### src/rtl/score_pkg.sv
// Shared definitions for the score keeper.
//   state_e        : FSM state codes (IDLE=00, PLAY=01, OVER=10; 11 is illegal)
//   SCORE_W, ADD_W : datapath widths for the score and the points request
//   DEF_MAX_SCORE  : default saturation ceiling
//   DEF_PENALTY    : default points removed per penalty
package score_pkg;

    typedef enum logic [1:0] {
        ST_IDLE = 2'b00,
        ST_PLAY = 2'b01,
        ST_OVER = 2'b10
    } state_e;

    localparam int unsigned SCORE_W       = 10;
    localparam int unsigned ADD_W         = 4;
    localparam int unsigned DEF_MAX_SCORE = 999;
    localparam int unsigned DEF_PENALTY   = 5;

endpackage

### src/rtl/score_keeper_sat_update.sv
// score_sat_update: pure combinational saturating score update.
//   score : current score (0..MAX_SCORE)
//   add   : points to add (already zeroed when no transfer)
//   sub   : remove PENALTY points this cycle
//   next  : clamp(score + add - (sub ? PENALTY : 0), 0, MAX_SCORE)
// Arithmetic is 12-bit signed so neither overflow above 1023 nor
// underflow below 0 can wrap before the clamp.
module score_sat_update
    import score_pkg::*;
#(
    parameter int unsigned MAX_SCORE = DEF_MAX_SCORE,
    parameter int unsigned PENALTY   = DEF_PENALTY
) (
    input  logic [SCORE_W-1:0] score,
    input  logic [ADD_W-1:0]   add,
    input  logic               sub,
    output logic [SCORE_W-1:0] next
);

    localparam logic signed [11:0] MAX_S = 12'(MAX_SCORE);
    localparam logic signed [11:0] PEN_S = 12'(PENALTY);

    logic signed [11:0] sum;

    always_comb begin
        sum = $signed({2'b00, score}) + $signed({8'h00, add});
        if (sub) begin
            sum = sum - PEN_S;
        end
        if (sum < 12'sd0) begin
            next = '0;
        end else if (sum > MAX_S) begin
            next = MAX_S[SCORE_W-1:0];
        end else begin
            next = sum[SCORE_W-1:0];
        end
    end

endmodule

### src/rtl/score_keeper.sv
// score_keeper: game score FSM with saturating add/penalty and optional
// high-score tracking.
//   clk, clr_n      : clock, asynchronous active-low reset
//   new_game        : pulse, starts (or restarts) a game and clears score
//   game_over       : pulse, ends the game (new_game wins if both high)
//   add_valid/ready : points request handshake; ready only in PLAY
//   add_pts         : points to add on a transfer
//   penalty         : pulse, subtracts PENALTY while in PLAY
//   show_hi         : level, selects the high score for disp_score
//   score           : registered current score
//   disp_score      : registered display value (one cycle behind source)
//   new_hi          : one-cycle pulse when the high score is raised
//   state_o         : FSM state code for debug
// Build option: define SCORE_HISCORE_EN to implement the high score,
// new_hi and show_hi; otherwise new_hi is 0 and disp_score follows score.
module score_keeper
    import score_pkg::*;
#(
    parameter int unsigned MAX_SCORE = DEF_MAX_SCORE,
    parameter int unsigned PENALTY   = DEF_PENALTY
) (
    input  logic               clk,
    input  logic               clr_n,
    input  logic               new_game,
    input  logic               game_over,
    input  logic               add_valid,
    input  logic [ADD_W-1:0]   add_pts,
    output logic               add_ready,
    input  logic               penalty,
    input  logic               show_hi,
    output logic [SCORE_W-1:0] score,
    output logic [SCORE_W-1:0] disp_score,
    output logic               new_hi,
    output logic [1:0]         state_o
);

    state_e             state_q, state_d;
    logic [SCORE_W-1:0] score_q, score_d;
    logic [SCORE_W-1:0] disp_q, disp_d;
    logic [SCORE_W-1:0] upd_score;
    logic [ADD_W-1:0]   add_amt;
    logic               in_play;
    logic               xfer;

`ifdef SCORE_HISCORE_EN
    logic [SCORE_W-1:0] hiscore_q, hiscore_d;
    logic               new_hi_q, new_hi_d;
`else
    logic               unused_show_hi;
    assign unused_show_hi = show_hi;
`endif

    assign in_play   = (state_q == ST_PLAY);
    assign add_ready = in_play;
    assign xfer      = add_valid & in_play;
    assign add_amt   = xfer ? add_pts : '0;

    score_sat_update #(
        .MAX_SCORE (MAX_SCORE),
        .PENALTY   (PENALTY)
    ) u_sat (
        .score (score_q),
        .add   (add_amt),
        .sub   (penalty & in_play),
        .next  (upd_score)
    );

    always_comb begin
        state_d = state_q;
        score_d = score_q;
`ifdef SCORE_HISCORE_EN
        hiscore_d = hiscore_q;
        new_hi_d  = 1'b0;
        disp_d    = show_hi ? hiscore_q : score_q;
`else
        disp_d    = score_q;
`endif
        case (state_q)
            ST_IDLE: begin
                if (new_game) begin
                    state_d = ST_PLAY;
                    score_d = '0;
                end
            end
            ST_PLAY: begin
                // new_game restarts and takes priority over game_over
                if (new_game) begin
                    score_d = '0;
                end else begin
                    score_d = upd_score;
                    if (game_over) begin
                        state_d = ST_OVER;
`ifdef SCORE_HISCORE_EN
                        // compare the final score, including any
                        // update landing on the game_over edge
                        if (upd_score > hiscore_q) begin
                            hiscore_d = upd_score;
                            new_hi_d  = 1'b1;
                        end
`endif
                    end
                end
            end
            ST_OVER: begin
                if (new_game) begin
                    state_d = ST_PLAY;
                    score_d = '0;
                end
            end
            default: begin
                state_d = ST_IDLE;
            end
        endcase
    end

    always_ff @(posedge clk or negedge clr_n) begin
        if (!clr_n) begin
            state_q   <= ST_IDLE;
            score_q   <= '0;
            disp_q    <= '0;
`ifdef SCORE_HISCORE_EN
            hiscore_q <= '0;
            new_hi_q  <= 1'b0;
`endif
        end else begin
            state_q   <= state_d;
            score_q   <= score_d;
            disp_q    <= disp_d;
`ifdef SCORE_HISCORE_EN
            hiscore_q <= hiscore_d;
            new_hi_q  <= new_hi_d;
`endif
        end
    end

    assign score      = score_q;
    assign disp_score = disp_q;
    assign state_o    = state_q;
`ifdef SCORE_HISCORE_EN
    assign new_hi     = new_hi_q;
`else
    assign new_hi     = 1'b0;
`endif

endmodule

### config.mk
export PLATFORM = sky130hd
export DESIGN_NAME = score_keeper
export DESIGN_NICKNAME = d
export VERILOG_FILES = /design/src/rtl/score_pkg.sv /design/src/rtl/score_keeper_sat_update.sv /design/src/rtl/score_keeper.sv
export SDC_FILE = /design/constraint.sdc
export NUM_CORES = 1
export LEC_CHECK = 0
export BUFFER_PORTS_ARGS = -buffer_cell sky130_fd_sc_hd__buf_2
export CAP_MARGIN = 40
export CORE_ASPECT_RATIO = 0.5
export CORE_MARGIN = 1.5
export CORE_UTILIZATION = 48
export CTS_CLUSTER_DIAMETER = 60
export CTS_CLUSTER_SIZE = 24
export DETAILED_ROUTE_END_ITERATION = 10
export MAX_ROUTING_LAYER = met4
export PLACE_DENSITY = 0.72
export SLEW_MARGIN = 10
export SYNTH_ARGS = -nofsm -noshare
export SYNTH_HDL_FRONTEND = slang
export SYNTH_SLANG_ARGS = --single-unit
export TNS_END_PERCENT = 20
### constraint.sdc
create_clock -name clk -period 5.2 [get_ports clk]
set_clock_uncertainty 0.1 [all_clocks]
set_input_delay 0.26 -clock clk [delete_from_list [all_inputs] [get_ports clk]]
set_output_delay 0.26 -clock clk [all_outputs]
set_load 0.01 [all_outputs]
==> results of run 1 <==
[state kept, by name (all words and copies together), names as in the netlist]
register    count
state_o         2
disp_score     10
score          10
[cell usage after synthesis (2+ instances only)]
cell type and number:
and2_1 3, or4_4 2, mux2i_1 3, nand3_1 6
nor2b_1 3, nor2_2 3, and3_1 4, o21ai_0 6
nand2_1 4, a21o_1 4, xnor2_1 10, nor2_1 11
xor2_1 6, a31oi_1 2, ha_1 5, buf_6 2
nor3_1 6, a21oi_1 10, dfrtp_1 22, o21ai_1 4
a211oi_2 2, inv_1 9
[timing repair]
item | 4_1_cts | 5_1_grt
hold endpoints to repair | 22 | 0
hold buffers | 1 | 0
gates resized for setup | 0 | 0
[power by group through the flow]
stage / Sequential [uW] / Combinational, uW / Clock [uW]
2_1_floorplan: 293 / 264 / 0
3_3_place_gp: 272 / 389 / 0
3_5_place_dp: 275 / 402 / 0
4_1_cts: 271 / 404 / 108
5_1_grt: 282 / 442 / 115
6_report: 271 / 400 / 102
[cell type report]
cell class	instances	area, um2	share of cell area, %
multi-input combinational	120	882.1	50.50
inverter	10	37.54	2.149
tap	40	50.05	2.865
clock buffer	3	41.29	2.364
sequential	22	550.5	31.52
timing repair buffer	35	185.2	10.60
[per-layer routing]
metal,global-route usage [%],up-vias,part of all wire [%]
met5,-,-,0
met4,5.424,0,0.50
met3,5.000,2,5.8
met2,29.51,39,43
met1,28.61,568,51
li1,-,624,-
[logic make-up (layout without fill, tap and decap cells)]
group | Yosys count | in the layout | share of synthesized area, %
flops | 22 | 22 | 36.61
other cells | 1 | 1 | 0.2493
xor+xnor | 17 | 17 | 10.40
mux | 4 | 4 | 2.745
compound gates | 39 | 39 | 18.05
fa+ha+maj | 6 | 6 | 5.491
simple gates | 53 | 53 | 21.72
buf+inv | 14 | 48 | 4.742
[stage by stage]
stage	hold slack, ns	setup WS (ns)
global placement	0.1389	1.152
global route	0.08247	0.7329
detailed placement	0.1419	1.093
finish	0.08721	1.082
CTS	0.07986	1.084
floorplan	-0.1356	1.084
[path summary, 6_finish.rpt]
check                      startpoint            end  slack, ns  cells after the start
max                        state_o[1]       score[4]       1.08                     14
min                         game_over     state_o[0]       0.09                      2
max reg2reg                state_o[1]       score[4]       1.08                     14
min reg2reg                  score[0]  disp_score[0]       0.33                      0
max in group asynchronous       clr_n     state_o[0]       4.28                      2
min in group asynchronous       clr_n  disp_score[3]       0.38                      2
[worst max-delay path, stage by stage (launching register included)]
cell	delay [ns]
dfrtp_1	0.41
nor2_2	0.16
and3_1	0.17
ha_1	0.20
inv_1	0.07
fa_1	0.40
nand2b_1	0.21
a21oi_2	0.30
xor2_1	0.19
or4_4	0.61
nor4_4	0.19
xnor2_1	0.16
or4_4	0.58
a31oi_1	0.16
mux2i_1	0.09
==> results.tsv, run 1 <==
metric	value	unit
num-fill-cells	270	
fmax	242.8	MHz
hold_viol	0	
ys_seq_area_share	36.61	%
vias_per_cell	5.361	
critPathKind	reg -> reg	
cts_sinks	22	
clkLatencyLatePin	0.26	ns
dr_total_vias	1233	
cp_max_fo	5	
syn_inst	156	
path_clk_slew	0.07	ns
synth_edf_count	0	
place_area	1695	um2
track_usage	20.47	%
leakagePower	0.0008818	uW
drt-wirelength-per-cell	13.82	um
final_cell_mix	32 x buf_2, 22 x dfrtp_1, 11 x nor2_1	
root_buffer	clkbuf_8	
place_inst	226	
overflow	0	
synth_warnings	0	
synth_ff_type	dfrtp_1	
cts_max_level	1	
start_util	50.21	%
drv_cap	0	
syn_area	1504	um2
grt_pass1_vias	1118	
cts_buffer_depth	2	
setup-tns-final	0	ns
stdcell_count	230	
crit_path_end_kind	flip-flop	
die_w	82.16	um
place_congestion	0.9323	
synth_top_area_cell	dfrtp_1	
cellPowerDensity	442.6	nW/um2
drt-initial-drc-count	51	
grt_pass1_wl	5.195	mm
antenna_found_initial	0	
pwr-share-comb	51.8	%
post-route-drc-count	0	
total_power	773.2	uW
final_util	58.31	%
hp-class	in -> reg	
outcome	finished clean	
start_kind	flip-flop	
min_period_over_period	79.20	%
drive_above_1_share	28.95	%
synthesis.nets	173	
setup_violations	0	
dp_hpwl	2.556	mm
boundaryPins	35	
die_area	3498	um2
post-route-min-period	4.118	ns
slew-limit-headroom	59.47	%
cts_tree	done	
arrival	4.16	ns
cts_buffers	3	
finalWirelength	3.179	mm
power_switching	327.2	uW
synthTopCellsByArea	dfrtp_1 37%, xnor2_1 5.8%, ha_1 4.2%	
num_rows	14	
rsz0062_at_grt	no	
final_area	1747	um2
nets	209	
drt-pass1-iter-count	6	
postCtsSetupBuffers	0	
die_y	42.58	um
syn2layout_area_growth	16.14	%
synth_top_area_share	36.61	%
sw_frac_of_total	42.33	%
ir_worst_vdd	0.0002055	V
grt_max_degree	23	
p_int	445.9	uW
layout_commonest_cell	buf_2	
synth.distinct_cells	51	
slew_violations	0	
ant_nets	0	
syn_avg_cell_area	9.641	um2
ys_ff_latch	22	
antennaDiodeCount	0	
core	2995	um2
io_buffers	32	
power.share.clock	13.2	%
async_flop_share	100.0	%
required	5.24	ns
worstMarginPinSlew	0.6024	ns
seq_power_share	35.1	%
Power figures use the tool's default switching activity.
==> run 2: changes to the inputs <==
--- a/config.mk
+++ b/config.mk
@@ -14,7 +14,7 @@
 export CTS_CLUSTER_SIZE = 24
 export DETAILED_ROUTE_END_ITERATION = 10
 export MAX_ROUTING_LAYER = met4
-export PLACE_DENSITY = 0.72
+export PLACE_DENSITY = 0.75
 export SLEW_MARGIN = 10
 export SYNTH_ARGS = -nofsm -noshare
 export SYNTH_HDL_FRONTEND = slang
==> constraint.sdc (replaced) <==
create_clock -name clk -period 3.5 [get_ports clk]
set_clock_uncertainty 0.1 [all_clocks]
set_input_delay 0.175 -clock clk [delete_from_list [all_inputs] [get_ports clk]]
set_output_delay 0.175 -clock clk [all_outputs]
set_load 0.01 [all_outputs]
==> run 2 against run 1 <==
  * The flow now finishes with violations (setup timing)
  * Die area did not move
  * Total power rose by 77%
  * Routed wire length rose by 25%
  * Clock power rose by 80%
  * Via count rose by 15%
  * Maximum frequency rose by 12%
  * Non-clock buffer count rose by 31
  * Global-route usage rose by 4.6 points
  * Design area rose by 20%
  * Critical endpoint unchanged
==> results.tsv, run 2 (same netlist as run 1, synthesis figures left out) <==
metric	value	unit
outcome	complete, but fails checks	
violations	setup timing	
start_util	50.21	%
arrival	3.72	ns
drt-pass1-iter-count	4	
path_clk_slew	0.08	ns
grt_max_degree	23	
cts_buffers	3	
leakagePower	0.001060	uW
cpPeakStageDelay	0.57	ns
post-route-drc-count	0	
drt-initial-drc-count	154	
slew_violations	0	
cts_buffer_depth	2	
start_kind	flip-flop	
fmax	271.5	MHz
post-route-min-period	3.683	ns
grt_pass1_wl	6.348	mm
crit_path_end_kind	flip-flop	
ir_worst_vdd	0.0003075	V
cp_top_family	simple AND/OR/NAND/NOR gates	
critPathKind	reg -> reg	
die_w	82.16	um
num-fill-cells	224	
track_usage	25.07	%
critPathBufInv	2	
cts_max_level	1	
cts_sinks	22	
whs	0.3032	ns
boundaryPins	35	
required	3.54	ns
clkLatencyLatePin	0.27	ns
crit_top_cell	inv_2	
worstRegToRegCells	15	
setup_violations	7	
rsz0062_at_grt	yes	
final_cell_mix	32 x buf_2, 30 x buf_4, 22 x dfrtp_1	
dr_total_vias	1423	
cellPowerDensity	654.0	nW/um2
pre_cts_slack	-0.1055	ns
grt_pass1_vias	1369	
die_y	42.58	um
drive_above_1_share	42.34	%
syn2layout_area_growth	38.85	%
vias_per_cell	5.431	
overflow	0	
hold_viol	0	
ant_nets	0	
drt-wirelength-per-cell	15.13	um
root_buffer	clkbuf_8	
drv_cap	0	
dp_hpwl	2.872	mm
antennaDiodeCount	0	
cts_tree	done	
total_power	1366	uW
antenna_found_initial	0	
setup-tns-final	-0.6723	ns
slowest_stage	or4_4	
die_area	3498	um2
cp.depth	15	
io_buffers	32	
hp-class	in -> async	
layout_commonest_cell	buf_2	
cp_max_fo	3	
num_rows	14	
path_cells	inv_2 > nor2_4 > and3_1 > ha_2 > inv_2 > fa_2 > nand2b_4 > a2111oi_4 > xnor2_2 > nand2_2 > nor4_4 > xnor2_1 > or4_4 > a31oi_1 > mux2i_1	
slew-limit-headroom	65.96	%
fin_ws	-0.1831	ns
nets	240	
finalWirelength	3.963	mm
min_period_over_period	105.2	%
place_congestion	0.8928	
core	2995	um2
final_util	69.72	%
worstMarginPinSlew	0.5106	ns
==> run 2: cell types whose count changed in the layout (fill, tap and decap cells not counted), sizes merged <==
cell,change
buf,+29
dlygate4sd3,+2
clkbuf,+1
==> run 2: where the power goes <==
group	leakage (uW)	internal, uW	switching [uW]
sequential	0.000299	331	76.8
combinational	0.000732	363	410
clock	0.0000288	100	84.1
total	0.00106	795	571
==> run 2: area by class of cell <==
type / count / area (um2) / share of cell area (%)
Multi-Input combinational cell: 120 / 968.4 / 46.38
Tap cell: 40 / 50.05 / 2.397
Inverter: 10 / 37.54 / 1.797
Timing Repair Buffer: 66 / 426.7 / 20.43
Sequential cell: 22 / 550.5 / 26.36
Clock buffer: 4 / 55.05 / 2.636
==> run 2: worst paths after layout <==
kind / startpoint / slack, ns / to
worst max-delay path: state_o[0] / -0.18 / score[4]
worst min-delay path: clr_n / 0.30 / disp_score[9]
worst max register to register: state_o[0] / -0.18 / score[4]
worst min register to register: score[2] / 0.36 / disp_score[2]
max in group asynchronous: clr_n / 2.64 / score[3]
min in group clk: penalty / 0.34 / score[0]
==> run 2: layer usage <==
metal	vias to the layer above	share of wire (%)	GRT usage [%]
li1	685	-	-
met1	678	45	32.79
met2	49	47	40.98
met3	11	6.3	4.565
met4	0	2.3	4.746
met5	-	0	-
==> run 2: through the flow <==
step                      instances  instance area [um2]
after floorplan                 156                 1549
after global placement          252                 1936
after detailed placement        253                 1943
after CTS                       260                 2053
after global routing            262                 2088
final                           262                 2088
==> run 2: what timing repair did <==
item,in CTS,in global routing
buffers inserted,0,2
pin swaps,2,1
gates cloned,0,0
hold buffers,3,0
endpoints found under the hold margin,24,0
gates resized for setup,6,3
setup endpoints to repair,8,10
